`src/rtl/atm_pkg.sv`:
```
// Shared constants and types for the ATM keypad front end.
package atm_pkg;

    localparam logic [3:0] KEY_ENTER  = 4'hA;
    localparam logic [3:0] KEY_CANCEL = 4'hB;
    localparam logic [3:0] KEY_DEP    = 4'hC;
    localparam logic [3:0] KEY_WD     = 4'hD;

    localparam logic [1:0] SEL_DEP = 2'b00;
    localparam logic [1:0] SEL_WD  = 2'b01;

    localparam int MAX_FAILS_DEF = 3;

    typedef enum logic [2:0] {
        ST_IDLE,
        ST_PIN,
        ST_SEL,
        ST_AMT,
        ST_REQ,
        ST_WAIT_RSP,
        ST_LOCK
    } state_t;

    function automatic logic is_digit(input logic [3:0] code);
        return code <= 4'd9;
    endfunction

endpackage

```
`src/rtl/atm_amt_accum.sv`:
```
// Decimal amount accumulator: acc = acc*10 + digit, saturating into a sticky
// overflow flag once the value would leave the AMT_W-bit range.
module atm_amt_accum
    import atm_pkg::*;
#(
    parameter int AMT_W = 4
) (
    input  logic             clk,
    input  logic             rst_n,
    input  logic             clr_i,
    input  logic             dig_stb_i,
    input  logic [3:0]       dig_val_i,
    output logic [AMT_W-1:0] acc_o,
    output logic             ovf_o,
    output logic             have_digit_o
);

    // acc*10 + 9 stays below 16 * 2^AMT_W, so four extra bits hold the product.
    localparam int PW = AMT_W + 4;
    localparam logic [PW-1:0] AMT_MAX = {4'b0000, {AMT_W{1'b1}}};

    logic [AMT_W-1:0] acc_q, acc_d;
    logic             ovf_q, ovf_d;
    logic             have_q, have_d;
    logic [PW-1:0]    acc_ext;
    logic [PW-1:0]    prod;

    assign acc_ext = {4'b0000, acc_q};
    assign prod    = (acc_ext << 3) + (acc_ext << 1) + {{AMT_W{1'b0}}, dig_val_i};

    // Next accumulator value; clear wins over a digit, overflow freezes acc.
    always_comb begin
        acc_d  = acc_q;
        ovf_d  = ovf_q;
        have_d = have_q;
        if (clr_i) begin
            acc_d  = '0;
            ovf_d  = 1'b0;
            have_d = 1'b0;
        end else if (dig_stb_i) begin
            have_d = 1'b1;
            if (!ovf_q) begin
                if (prod > AMT_MAX) begin
                    ovf_d = 1'b1;
                end else begin
                    acc_d = prod[AMT_W-1:0];
                end
            end
        end
    end

    // Accumulator registers.
    always_ff @(posedge clk or negedge rst_n) begin
        if (!rst_n) begin
            acc_q  <= '0;
            ovf_q  <= 1'b0;
            have_q <= 1'b0;
        end else begin
            acc_q  <= acc_d;
            ovf_q  <= ovf_d;
            have_q <= have_d;
        end
    end

    assign acc_o        = acc_q;
    assign ovf_o        = ovf_q;
    assign have_digit_o = have_q;

endmodule

```
`src/rtl/atm_keypad_front.sv`:
```
// Keypad session front end: collects PIN, operation and amount, issues one
// valid/ready request, tracks consecutive wrong-PIN answers and locks out.
//
// state       | meaning
// ------------+---------------------------------------------------------
// ST_IDLE     | waiting for the first PIN digit
// ST_PIN      | PIN digit held, ENTER advances, digits overwrite
// ST_SEL      | waiting for DEPOSIT or WITHDRAW
// ST_AMT      | collecting decimal amount digits
// ST_REQ      | request presented, waiting for req_ready
// ST_WAIT_RSP | request taken, waiting for controller response
// ST_LOCK     | too many wrong PINs; only reset leaves
module atm_keypad_front
    import atm_pkg::*;
#(
    parameter int AMT_W     = 4,
    parameter int MAX_FAILS = MAX_FAILS_DEF
) (
    input  logic             clk,
    input  logic             rst_n,
    input  logic             key_valid_i,
    input  logic [3:0]       key_code_i,
    output logic             req_valid_o,
    input  logic             req_ready_i,
    output logic [3:0]       req_pin_o,
    output logic [1:0]       req_sel_o,
    output logic [AMT_W-1:0] req_amt_o,
    input  logic             rsp_valid_i,
    input  logic             rsp_pin_ok_i,
    output logic             busy_o,
    output logic             done_o,
    output logic             err_o,
    output logic [1:0]       fail_cnt_o,
    output logic             locked_o
);

    state_t     state_q, state_d;
    logic [3:0] pin_q, pin_d;
    logic [1:0] sel_q, sel_d;
    logic [1:0] fail_q, fail_d;
    logic       req_valid_q, req_valid_d;
    logic       busy_q, busy_d;
    logic       done_q, done_d;
    logic       err_q, err_d;
    logic       locked_q, locked_d;

    logic       acc_clr;
    logic       dig_stb;
    logic       acc_ovf;
    logic       acc_have;

    logic       key_dig, key_ent, key_can, key_dep, key_wd;

    assign key_dig = key_valid_i && is_digit(key_code_i);
    assign key_ent = key_valid_i && (key_code_i == KEY_ENTER);
    assign key_can = key_valid_i && (key_code_i == KEY_CANCEL);
    assign key_dep = key_valid_i && (key_code_i == KEY_DEP);
    assign key_wd  = key_valid_i && (key_code_i == KEY_WD);

    atm_amt_accum #(
        .AMT_W(AMT_W)
    ) u_accum (
        .clk         (clk),
        .rst_n       (rst_n),
        .clr_i       (acc_clr),
        .dig_stb_i   (dig_stb),
        .dig_val_i   (key_code_i),
        .acc_o       (req_amt_o),
        .ovf_o       (acc_ovf),
        .have_digit_o(acc_have)
    );

    // Next state, session registers and registered-output decode.
    always_comb begin
        state_d = state_q;
        pin_d   = pin_q;
        sel_d   = sel_q;
        fail_d  = fail_q;
        done_d  = 1'b0;
        err_d   = 1'b0;
        acc_clr = 1'b0;
        dig_stb = 1'b0;

        case (state_q)
            ST_IDLE: begin
                if (key_dig) begin
                    pin_d   = key_code_i;
                    state_d = ST_PIN;
                end
            end
            ST_PIN: begin
                if (key_dig) begin
                    pin_d = key_code_i;
                end else if (key_ent) begin
                    state_d = ST_SEL;
                end else if (key_can) begin
                    state_d = ST_IDLE;
                end
            end
            ST_SEL: begin
                if (key_dep) begin
                    sel_d   = SEL_DEP;
                    state_d = ST_AMT;
                end else if (key_wd) begin
                    sel_d   = SEL_WD;
                    state_d = ST_AMT;
                end else if (key_can) begin
                    state_d = ST_IDLE;
                end
            end
            ST_AMT: begin
                if (key_dig) begin
                    dig_stb = 1'b1;
                end else if (key_ent) begin
                    if (!acc_have || acc_ovf) begin
                        err_d   = 1'b1;
                        acc_clr = 1'b1;
                    end else begin
                        state_d = ST_REQ;
                    end
                end else if (key_can) begin
                    state_d = ST_IDLE;
                end
            end
            ST_REQ: begin
                if (req_ready_i) begin
                    state_d = ST_WAIT_RSP;
                end
            end
            ST_WAIT_RSP: begin
                if (rsp_valid_i) begin
                    if (rsp_pin_ok_i) begin
                        fail_d  = '0;
                        done_d  = 1'b1;
                        state_d = ST_IDLE;
                    end else begin
                        fail_d = fail_q + 2'd1;
                        if (int'(fail_d) == MAX_FAILS) begin
                            state_d = ST_LOCK;
                        end else begin
                            state_d = ST_IDLE;
                        end
                    end
                end
            end
            ST_LOCK: begin
                state_d = ST_LOCK;
            end
            default: begin
                state_d = ST_IDLE;
            end
        endcase

        // Any return to IDLE wipes the partial entry; the fail count survives.
        if (state_d == ST_IDLE) begin
            pin_d   = '0;
            acc_clr = 1'b1;
        end

        req_valid_d = (state_d == ST_REQ);
        busy_d      = (state_d == ST_REQ) || (state_d == ST_WAIT_RSP);
        locked_d    = (state_d == ST_LOCK);
    end

    // State and output registers; reset drops any in-flight request at once.
    always_ff @(posedge clk or negedge rst_n) begin
        if (!rst_n) begin
            state_q     <= ST_IDLE;
            pin_q       <= '0;
            sel_q       <= '0;
            fail_q      <= '0;
            req_valid_q <= 1'b0;
            busy_q      <= 1'b0;
            done_q      <= 1'b0;
            err_q       <= 1'b0;
            locked_q    <= 1'b0;
        end else begin
            state_q     <= state_d;
            pin_q       <= pin_d;
            sel_q       <= sel_d;
            fail_q      <= fail_d;
            req_valid_q <= req_valid_d;
            busy_q      <= busy_d;
            done_q      <= done_d;
            err_q       <= err_d;
            locked_q    <= locked_d;
        end
    end

    assign req_valid_o = req_valid_q;
    assign req_pin_o   = pin_q;
    assign req_sel_o   = sel_q;
    assign busy_o      = busy_q;
    assign done_o      = done_q;
    assign err_o       = err_q;
    assign fail_cnt_o  = fail_q;
    assign locked_o    = locked_q;

endmodule

```
`config.mk`:
```
export PLATFORM = sky130hd
export DESIGN_NAME = atm_keypad_front
export DESIGN_NICKNAME = d
export VERILOG_FILES = /design/src/rtl/atm_pkg.sv /design/src/rtl/atm_amt_accum.sv /design/src/rtl/atm_keypad_front.sv
export SDC_FILE = /design/constraint.sdc
export NUM_CORES = 1
export LEC_CHECK = 0
export ABC_AREA = 1
export BUFFER_PORTS_ARGS = -buffer_cell sky130_fd_sc_hd__clkbuf_2
export CAP_MARGIN = 5
export CORE_ASPECT_RATIO = 1.2
export CORE_MARGIN = 2
export CORE_UTILIZATION = 52
export DETAILED_ROUTE_END_ITERATION = 6
export PLACE_DENSITY = 0.75
export SYNTH_ARGS = -nofsm -noshare
export SYNTH_HDL_FRONTEND = slang
export SYNTH_HIERARCHICAL = 1
export SYNTH_SLANG_ARGS = --single-unit
```
`constraint.sdc`:
```
create_clock -name clk -period 4.6 [get_ports clk]
set_clock_uncertainty 0.05 [all_clocks]
set_input_delay 0.92 -clock clk [delete_from_list [all_inputs] [get_ports clk]]
set_output_delay 0.92 -clock clk [all_outputs]
set_load 0.03 [all_outputs]
```
# Word-level counts from Yosys, hierarchy flattened
# Cells that the tools add are included.
totals:
  reg_bits: 22
op_classes:
  n_addsub: 3
  mux: 40
  n_reduce_logical: 19
  order_cmp: 2
  eq_ne: 16
op_table:
  columns: ["operator", "n"]
  rows:
  - ["two-way mux 3 bit", 13]
  - ["two-way mux 4 bit", 7]
  - ["one-hot mux 3 bit (7 select lines)", 1]
  - ["== test 3 bit, second input constant", 6]
  - ["== test 4 bit, second input constant", 4]
  - ["two-way mux 1 bit", 16]
  - ["adder 7 x 5 -> 8 bit", 1]
  - ["adder 8 x 4 -> 8 bit", 1]
  - ["greater-than comparator 8 x 4 -> 1 bit, second input constant", 1]
  - ["nonzero test 2 bit", 4]
  - ["== test 3 x 2 -> 1 bit, second input constant", 2]
  - ["zero test 3 bit", 2]
  - ["two-way mux 2 bit", 3]
  - ["AND reduction 2 bit", 3]
  - ["logical AND 1 bit", 5]
  - ["<= comparator 4 bit, second input constant", 1]
  - ["inequality test 2 bit, second input constant", 2]
  - ["== test 3 x 1 -> 1 bit, second input constant", 1]
  - ["AND reduction 3 bit", 1]
  - ["adder 2 x 1 -> 2 bit, second input constant", 1]
  - ["== test 2 x 1 -> 1 bit, second input constant", 1]
  - ["logical OR 1 bit", 2]
  - ["OR reduction 2 bit", 1]
  - ["zero test 1 bit", 1]

# Depth between registers and ports, before layout
# Gate-level depths: netlist (run 1).
depth:
  ltp_word: 10
  depth_mapped: 12
  mapped_depth_nobuf: 12

# Cells and area by module
# Netlist (run 1), hierarchy kept.
modules_own_cells:
  columns: ["module", "seq_area_each_um2", "instances", "cells_each", "area_per_inst_um2"]
  rows:
  - ["atm_keypad_front", 375.4, 1, 130, 884.6]
  - ["atm_amt_accum", 150.1, 1, 61, 495.5]

# Least setup slack after synthesis (run 1)
# Ideal clock, no wire load.
synth_timing:
  path_type: "input to register"
  from: "input key_code_i[3]"
  to: "register u_accum.acc_q[1] (netlist: u_accum/acc_o[1])"
  path_buffers: 0
  arrival_time_ns: 2.388
  required_ns: 4.431
  setup_slack_ns: 2.043
  path_stages: 9
  path_cell_list: "inv_1 fa_1 fa_1 nor2_1 nand2_1 nand2_2 nand3_2 nand3_1 nand2_1"
synth_between:
  elab_chain_len: 10
synth_rtl:
  columns: ["element", "line", "rtl"]
  rows:
  - ["from (decl)", "atm_keypad_front.sv:22", "input logic [3:0] key_code_i,"]
  - ["parallel branches: the longest is 10 deep, another holds adder 8 x 4 -> 8 bit", null, null]
  - ["to (signal assigned)", "atm_amt_accum.sv:55", "acc_q <= '0;"]
  - ["to (signal assigned)", "atm_amt_accum.sv:59", "acc_q <= acc_d;"]
  - ["to (decl)", "atm_amt_accum.sv:22", "logic [AMT_W-1:0] acc_q, acc_d;"]
# Several ways; the timed one is not identified.
# A chain may end at the register's enable or synchronous reset.

# Worst setup path in the final report (run 1)
layout_timing:
  from: "input key_code_i[3]"
  to: "register u_accum.acc_q[2] (netlist: u_accum/acc_o[2])"
# The elaborated chain is that of the path after synthesis.

==> results of run 1 <==
[routing by layer]
layer	part of all wire, %	vias to the layer above	wire length (um)
li1	-	642	-
met1	40	580	1190
met2	55	27	1610
met3	3.4	5	101
met4	1.2	0	36
met5	0	-	0
[stage by stage]
stage / cell area, um^2 / worst slack (ns) / power [mW] / std cells / utilization [%]
6_report: 1570 / 2.09 / 0.869 / 252 / 61.9
5_1_grt: 1570 / 1.99 / 0.954 / 252 / 61.9
4_1_cts: 1570 / 2.10 / 0.875 / 252 / 61.9
3_5_place_dp: 1540 / 1.78 / 0.786 / 248 / 60.9
3_3_place_gp: 1540 / 1.84 / 0.763 / 248 / 60.9
2_1_floorplan: 1380 / 2.04 / 0.657 / 191 / -
[state kept, by name, summed over array words and instances (netlist names), 2 cells and up]
name	flops
fail_cnt_o	2
req_pin_o	4
state_q	3
u_accum/acc_o	4
[cell type report]
cell class | instances | area [um^2] | area share, %
inverter | 37 | 140 | 8.95
multi-input combinational | 132 | 707 | 45.2
sequential | 21 | 526 | 33.6
tap | 33 | 41.3 | 2.64
clock buffer | 4 | 26.3 | 1.68
timing repair buffer | 25 | 125 | 7.99
[worst reg2reg max path: cells and delay by family (launching register included)]
family	cells	cell delay, ns
buffers and inverters	1	0.08
adders and majority gates	2	0.98
DFF	1	0.42
and+or+nand+nor	6	0.54
[worst paths after layout]
check,from,to,slack [ns],cells past startpoint
max in group asynchronous,rst_n,fail_cnt_o[0],3.63,1
min in group asynchronous,rst_n,req_pin_o[3],0.52,1
min reg2reg,req_sel_o[0],req_sel_o[0],0.47,2
min,req_sel_o[0],req_sel_o[0],0.47,2
max reg2reg,u_accum/acc_o[0],u_accum/acc_o[2],2.43,9
max,key_code_i[3],u_accum/acc_o[2],2.09,10
[cells in the mapped netlist]
cell	count	area [um^2]
o21ai_0	8	40.0
inv_1	31	116
nand2_2	5	31.3
ha_1	8	100
buf_4	1	7.51
nor2_4	2	22.5
o21ai_1	1	5.00
nand3_1	14	70.1
nor3_1	4	20.0
a21oi_1	1	5.00
conb_1	1	3.75
dfrtp_1	21	526
a31oi_1	1	6.26
nand2_1	45	169
nand3_2	3	30.0
inv_2	5	18.8
fa_1	2	40.0
nor2_2	2	12.5
nand4_1	4	25.0
nor2_1	29	109
a21oi_2	2	17.5
clkinv_2	1	5.00
[placed cells by master (no fill, tap or decap)]
master     n
a21oi_1    1
a21oi_2    2
a31oi_1    1
clkbuf_1   1
clkbuf_2  25
clkbuf_4   3
clkinv_2   1
conb_1     1
dfrtp_1   21
fa_1       2
ha_1       8
inv_1     31
inv_2      5
nand2_1   45
nand2_2    5
nand3_1   14
nand3_2    3
nand4_1    4
nor2_1    29
nor2_2     2
nor2_4     2
nor3_1     4
o21ai_0    8
o21ai_1    1
[power by group through the flow]
| stage | Sequential (mW) | Combinational (mW) | Clock (mW) |
|---|---|---|---|
| floorplan | 0.351 | 0.306 | 0 |
| global placement | 0.289 | 0.473 | 0 |
| detailed placement | 0.292 | 0.494 | 0 |
| CTS | 0.289 | 0.497 | 0.0892 |
| global route | 0.296 | 0.559 | 0.0991 |
| finish | 0.289 | 0.493 | 0.0871 |
[logic make-up (layout without fill, tap and decap cells)]
group | count (synthesis) | after routing | share of synthesized area, %
other | 1 | 1 | 0.272
DFF | 21 | 21 | 38.1
buffers and inverters | 38 | 66 | 10.7
AOI/OAI and AO/OA | 13 | 13 | 5.35
and+or+nand+nor | 108 | 108 | 35.4
adders and majority gates | 10 | 10 | 10.2
==> flow_summary.json, run 1 <==
{
  "grt_pass1_vias": 1191,
  "path_class": "in2reg",
  "worstPathCellList": "clkbuf_2 > inv_1 > fa_1 > fa_1 > nor2_1 > nand2_1 > nand2_2 > nand3_2 > nand3_1 > nand2_1",
  "max_stage_delay_ns": 0.52,
  "first_pass_iters": 4,
  "slew_headroom_pct": 64.9,
  "fmax_ghz": 0.399,
  "die_x_um": 51.0,
  "cts.sinks": 21,
  "wl_per_cell_um": 11.7,
  "use_met2_pct": 41.0,
  "ioPinCount": 27,
  "swShare_pct": 51.3,
  "antenna_found_initial": 0,
  "track_usage_pct": 21.9,
  "num_antenna_cells": 0,
  "synth_nets": 211,
  "seq_area_frac_synth_pct": 38.1,
  "area_growth_syn_to_layout_pct": 13.4,
  "die_area_um2": 3080,
  "cp.arrival_ns": 2.66,
  "worst_pin_slew_ns": 0.526,
  "cts.clk_slew.worst_paths_ns": 0.11,
  "clock_latency_ns": 0.30,
  "start_util_pct": 54.6,
  "critPathSlowestCell": "fa_1",
  "min_period_over_period_pct": 54.5,
  "crit_fanout": 5,
  "cts_hold_buf": 0,
  "powerDensity_nw_per_um2": 555,
  "combPwrFrac_pct": 56.7,
  "dp_hpwl_um": 2370,
  "postRouteAntennaNets": 0,
  "peakVddDrop_uv": 319,
  "cts_resized": 0,
  "vias_per_cell": 4.98,
  "synth_area_um2": 1380,
  "grt-ovfl-total": 0,
  "core_um2": 2530,
  "use_met1_pct": 24.4,
  "drcViolationCount": 0,
  "grt_max_degree": 22,
  "whs_ns": 0.465,
  "path_delay_family": "adder cells",
  "grt-busiest-layer": "met2",
  "netlist-cell-type-count": 22,
  "critPathCaptureType": "flip-flop",
  "ys_ff_latch": 21,
  "cts_tree": "built",
  "grt_pass1_wl_um": 5050,
  "vias": 1254,
  "dieHeight_um": 60.4,
  "worst_ep_required_time_ns": 4.75,
  "status": "completed",
  "drtIter0Drc": 50,
  "synth_area_per_cell_um2": 7.23,
  "tns_ns": 0,
  "final_layout_size_suffix_gt1_share_pct": 21.9,
  "cts_buffers": 3,
  "power_frac_clock_pct": 10.0,
  "clockBufferDepth": 2,
  "ys_warn_count": 6,
  "place.gp.congestion": 0.917,
  "rsz0062_at_grt": "no",
  "power.leakage_nw": 0.922,
  "period_needed_ns": 2.51,
  "min-delay-path-class": "reg2reg",
  "routed_wl_um": 2940,
  "slew_viol_final": 0,
  "cap_viol_max_count": 0,
  "hold_viol": 0,
  "postCtsSetupBuffers": 0,
  "setup_viol": 0,
  "synthCells": 191,
  "rows": 20,
  "htreeDepth": 1,
  "clock-root-buffer": "clkbuf_4",
  "num-fill-cells": 239,
  "internal_power_mw": 0.423,
  "startpoint_type": "input pin",
  "p_seq_share_pct": 33.2,
  "nets": 240,
  "switchingPower_mw": 0.446,
  "met3_usage_pct": 4.43,
  "port_buffers": 25,
  "critical_path_buf_inv_count": 2
}
(Power assumes the default switching activity.)
==> inputs of run 2 (changes only) <==
clock period = 2.35 ns   (was 4.6 ns; I/O delays follow)
==> flow_summary.json, run 2 (synthesis gave the netlist of run 1 again) <==
{
  "ioPinCount": 27,
  "cts.clk_slew.worst_paths_ns": 0.11,
  "status": "completed",
  "place_area_um2": 1550,
  "peakVddDrop_uv": 613,
  "dp_hpwl_um": 2390,
  "die_area_um2": 3080,
  "final_common_cell": "nand2_1",
  "startpoint_type": "flip-flop",
  "power_frac_clock_pct": 9.6,
  "nets": 244,
  "slew_headroom_pct": 66.3,
  "grt_pass1_wl_um": 4880,
  "area_growth_syn_to_layout_pct": 15.6,
  "min_period_over_period_pct": 92.5,
  "worst_ep_required_time_ns": 2.50,
  "drcViolationCount": 0,
  "power.leakage_nw": 0.942,
  "port_buffers": 25,
  "slew_viol_final": 0,
  "p_seq_share_pct": 32.6,
  "setup_viol": 0,
  "worst_pin_slew_ns": 0.505,
  "hold_viol": 0,
  "grt_max_degree": 22,
  "powerDensity_nw_per_um2": 1080,
  "layout_common_cells": "nand2_1 (45), inv_1 (31), nor2_1 (29)",
  "crit_fanout": 5,
  "die_x_um": 51.0,
  "core_um2": 2530,
  "drtIter0Drc": 31,
  "min-delay-path-class": "in2async",
  "rows": 20,
  "first_pass_iters": 4,
  "vias": 1254,
  "num_antenna_cells": 0,
  "wl_per_cell_um": 11.3,
  "dieHeight_um": 60.4,
  "clock_latency_ns": 0.29,
  "vias_per_cell": 4.90,
  "place.gp.congestion": 0.818,
  "num-fill-cells": 238,
  "antenna_found_initial": 0,
  "cap_viol_max_count": 0,
  "final_layout_size_suffix_gt1_share_pct": 23.3,
  "combPwrFrac_pct": 57.8,
  "switchingPower_mw": 0.879,
  "fin_area_um2": 1600,
  "swShare_pct": 50.9,
  "rrSetupSlack_ns": 0.18,
  "cp.arrival_ns": 2.32,
  "fmax_ghz": 0.460,
  "clock-root-buffer": "clkbuf_4",
  "cts_tree": "built",
  "routed_wl_um": 2900,
  "grt_pass1_vias": 1166,
  "critPathCaptureType": "flip-flop",
  "clockBufferDepth": 2,
  "htreeDepth": 1,
  "path_class": "reg2reg",
  "track_usage_pct": 20.7,
  "postRouteAntennaNets": 0,
  "rsz0062_at_grt": "no",
  "start_util_pct": 54.6,
  "tns_ns": 0,
  "internal_power_mw": 0.847,
  "cts.sinks": 21,
  "period_needed_ns": 2.17,
  "cts_buffers": 3,
  "grt-ovfl-total": 0
}
==> run 2: worst max-delay path, stage by stage, from the launching register on <==
cell and delay (ns):
dfrtp_1 0.43, inv_1 0.07, fa_1 0.48, fa_1 0.48, nor2_1 0.10, nand2_1 0.07
nand2_2 0.11, nand3_2 0.12, nand3_1 0.09, nand2_1 0.05
==> run 2: power by group through the flow <==
stage	logic [mW]	registers, mW	clock network, mW
after global routing	1.12	0.578	0.190
after global placement	0.939	0.567	0
after detailed placement	0.979	0.572	0
after floorplan	0.599	0.688	0
final	0.998	0.563	0.165
after CTS	0.982	0.566	0.174
==> run 2: final cells by class <==
type / count / area (um^2) / area share [%]
clock buffers: 4 / 26.3 / 1.65
inverters: 37 / 140 / 8.78
repair buffers: 29 / 155 / 9.73
well taps: 33 / 41.3 / 2.59
multi-input cells: 132 / 707 / 44.3
flip-flops and latches: 21 / 526 / 32.9
==> run 2: layer usage <==
metal  routed length (um)  part of all wire [%]  up-vias  GRT usage, %
met5                    0                     0        -             0
met4                    0                     0        0          4.63
met3                   70                   2.4        0          2.96
met2                 1600                    55       18          41.4
met1                 1230                    42      580          23.1
li1                     -                     -      656             -
==> run 2: what timing repair did <==
item,in CTS,in global routing
setup buffers,0,2
endpoints found under the setup margin,0,5
hold buffers,0,0
resized for setup,0,0
==> run 2: stage by stage <==
stage	std cells	power (mW)	worst slack (ns)	hold slack, ns	utilization (%)
2_1_floorplan	191	1.29	0.134	0.124	-
3_3_place_gp	250	1.51	0.0903	0.408	61.5
3_5_place_dp	250	1.55	0.0105	0.416	61.5
4_1_cts	254	1.72	0.145	0.0807	62.5
5_1_grt	256	1.89	0.00420	0.102	63.1
6_report	256	1.73	0.176	0.0725	63.1
==> run 2: worst paths after layout <==
path,depth (start not counted),from,end
setup / recovery,9,u_accum/acc_o[2],u_accum/acc_o[2]
hold / removal,1,rst_n,u_accum/acc_o[0]
setup reg to reg,9,u_accum/acc_o[2],u_accum/acc_o[2]
hold reg to reg,2,req_sel_o[0],req_sel_o[0]
max in group asynchronous,1,rst_n,req_valid_o
min in group clk,3,rsp_pin_ok_i,done_o
==> inputs of run 3 (changes only) <==
SYNTH_HIERARCHICAL = not set   (was 1)
clock period = 2.2 ns   (was 2.35 ns; I/O delays follow)
==> flow_summary.json, run 3 <==
{
  "cp.arrival_ns": 2.33,
  "synthFlopType": "dfrtp_1",
  "power.leakage_nw": 0.873,
  "nets": 220,
  "setup_viol": 0,
  "multiInputGateArea_um2": 673,
  "grt-busiest-layer": "met2",
  "dieHeight_um": 59.3,
  "ys_warn_count": 0,
  "period_needed_ns": 2.13,
  "grt_pass1_vias": 1169,
  "status": "completed",
  "seq_area_frac_synth_pct": 39.7,
  "rsz0062_at_grt": "yes",
  "synthCells": 165,
  "synth_edf_count": 0,
  "wl_per_cell_um": 11.8,
  "synthArstFlopShare_pct": 100,
  "min-delay-path-class": "in2async",
  "routed_wl_um": 2740,
  "fmax_ghz": 0.470,
  "yosysMostFrequentCell": "nand2_1",
  "num_antenna_cells": 0,
  "use_met2_pct": 42.5,
  "die_area_um2": 2970,
  "port_buffers": 25,
  "worst_pin_slew_ns": 0.527,
  "drtIter0Drc": 19,
  "track_usage_pct": 21.0,
  "grt-ovfl-total": 0,
  "ys_ff_latch": 21,
  "postRouteAntennaNets": 0,
  "final_common_cell": "nand2_1",
  "cts_buffers": 3,
  "peakVddDrop_uv": 606,
  "ioPinCount": 27,
  "num-fill-cells": 222,
  "crit_fanout": 8,
  "netlist-cell-type-count": 27,
  "htreeDepth": 1,
  "critPathCaptureType": "flip-flop",
  "powerDensity_nw_per_um2": 830,
  "synth_area_um2": 1330,
  "cts.sinks": 21,
  "start_util_pct": 53.5,
  "synth_top_area_share_pct": 39.7,
  "use_met1_pct": 22.4,
  "power.total_mw": 1.30,
  "clock_latency_ns": 0.32,
  "startpoint_type": "flip-flop",
  "yosysTopAreaCell": "dfrtp_1",
  "drcViolationCount": 0,
  "antenna_found_initial": 0,
  "grt_max_degree": 22,
  "cap_viol_max_count": 0,
  "yosys-top-cells-area": "dfrtp_1 (40%), nand2_1 (10%), inv_1 (7.9%)",
  "seqCellArea_um2": 528,
  "area_growth_syn_to_layout_pct": 18.6,
  "met3_usage_pct": 2.27,
  "vias_per_cell": 4.93,
  "core_um2": 2480,
  "cts_hold_buf": 0,
  "cts.clk_slew.worst_paths_ns": 0.12,
  "slew_headroom_pct": 64.9,
  "vias": 1143,
  "cts_tree": "built",
  "first_pass_iters": 4,
  "clockBufferDepth": 2,
  "die_x_um": 50.1,
  "place_area_um2": 1510,
  "rows": 20,
  "slew_viol_final": 0,
  "layout_common_cells": "nand2_1 (36), inv_1 (26), clkbuf_2 (25)",
  "dp_hpwl_um": 2260,
  "path_class": "reg2reg",
  "place.gp.congestion": 0.826,
  "fin_area_um2": 1570,
  "clock-root-buffer": "clkbuf_4",
  "grt_pass1_wl_um": 4770,
  "min_period_over_period_pct": 96.6,
  "final_layout_size_suffix_gt1_share_pct": 32.2,
  "synth_nets": 185,
  "hold_viol": 0,
  "synth_common_cells": "nand2_1 (37), inv_1 (28), dfrtp_1 (21)",
  "synth_area_per_cell_um2": 8.03,
  "worst_ep_required_time_ns": 2.41
}
==> run 3: changes by cell type in the layout (fill, tap and decap cells not counted), sizes merged, moves of 2 or more <==
cell,change
o21bai,+2
buf,+4
a21oi,+4
inv,-5
o21ai,-3
nand3,-8
nand2,-11
nor2,-10
==> run 3: per-stage QoR <==
step | instances | util, % | TNS (ns) | setup slack, ns | hold WS (ns)
6_report | 232 | 63.4 | 0 | 0.0745 | 0.0242
5_1_grt | 232 | 63.4 | -0.130 | -0.0634 | 0.0549
4_1_cts | 229 | 62.1 | 0 | 0.00466 | 0.0382
3_5_place_dp | 225 | 61.0 | -0.829 | -0.213 | 0.390
3_3_place_gp | 225 | 61.0 | -0.486 | -0.115 | 0.381
2_1_floorplan | 165 | - | 0 | 0.0189 | 0.0944
==> run 3: kinds of logic after synthesis <==
logic type / share of synthesized area, %
compound gates: 8.12
buf+inv: 10.5
fa+ha+maj: 10.6
simple gates: 30.9
flops: 39.7
other cells: 0.283
==> run 3: worst paths after layout <==
check	startpoint	endpoint	slack, ns	cells after the start
setup reg to reg	u_accum.acc_o[1]	u_accum.acc_o[3]	0.07	11
hold / removal	rst_n	fail_cnt_o[1]	0.02	1
min in group clk	rsp_pin_ok_i	done_o	0.29	3
hold reg to reg	req_sel_o[0]	req_sel_o[0]	0.48	2
setup / recovery	u_accum.acc_o[1]	u_accum.acc_o[3]	0.07	11
max in group asynchronous	rst_n	u_accum.acc_o[0]	1.70	1
==> run 3: final cells by class <==
class,count,area share [%]
tap,33,2.63
clock buffer,3,1.43
inverter,31,7.40
sequential,21,33.6
timing repair buffer,33,11.8
multi-input combinational,110,42.8
clock inverter,1,0.318
==> run 3: layer usage <==
metal	vias up	wire length, um
li1	586	-
met1	538	1110
met2	17	1540
met3	2	54
met4	0	29
met5	-	0
==> run 3: repair_timing <==
action,CTS,global route
cloned,0,0
buffers inserted,0,3
endpoints found under the setup margin,1,5
pin swaps,4,7
gates resized for setup,0,5
==> run 3: where the power goes <==
group	internal [mW]	switching (mW)	total (mW)	leakage (nW)
Sequential	0.460	0.0738	0.534	0.279
Clock	0.0682	0.123	0.191	0.0177
Combinational	0.193	0.386	0.579	0.576
Total	0.721	0.583	1.30	0.873
==> run 3: critical path, stage by stage (launching register included) <==
cell,delay (ns)
dfrtp_1,0.43
ha_1,0.31
ha_2,0.19
inv_2,0.04
fa_2,0.35
nor2_1,0.10
nand2_1,0.07
nand2_2,0.08
nand4_4,0.12
o21bai_1,0.19
inv_1,0.06
nor2_1,0.08
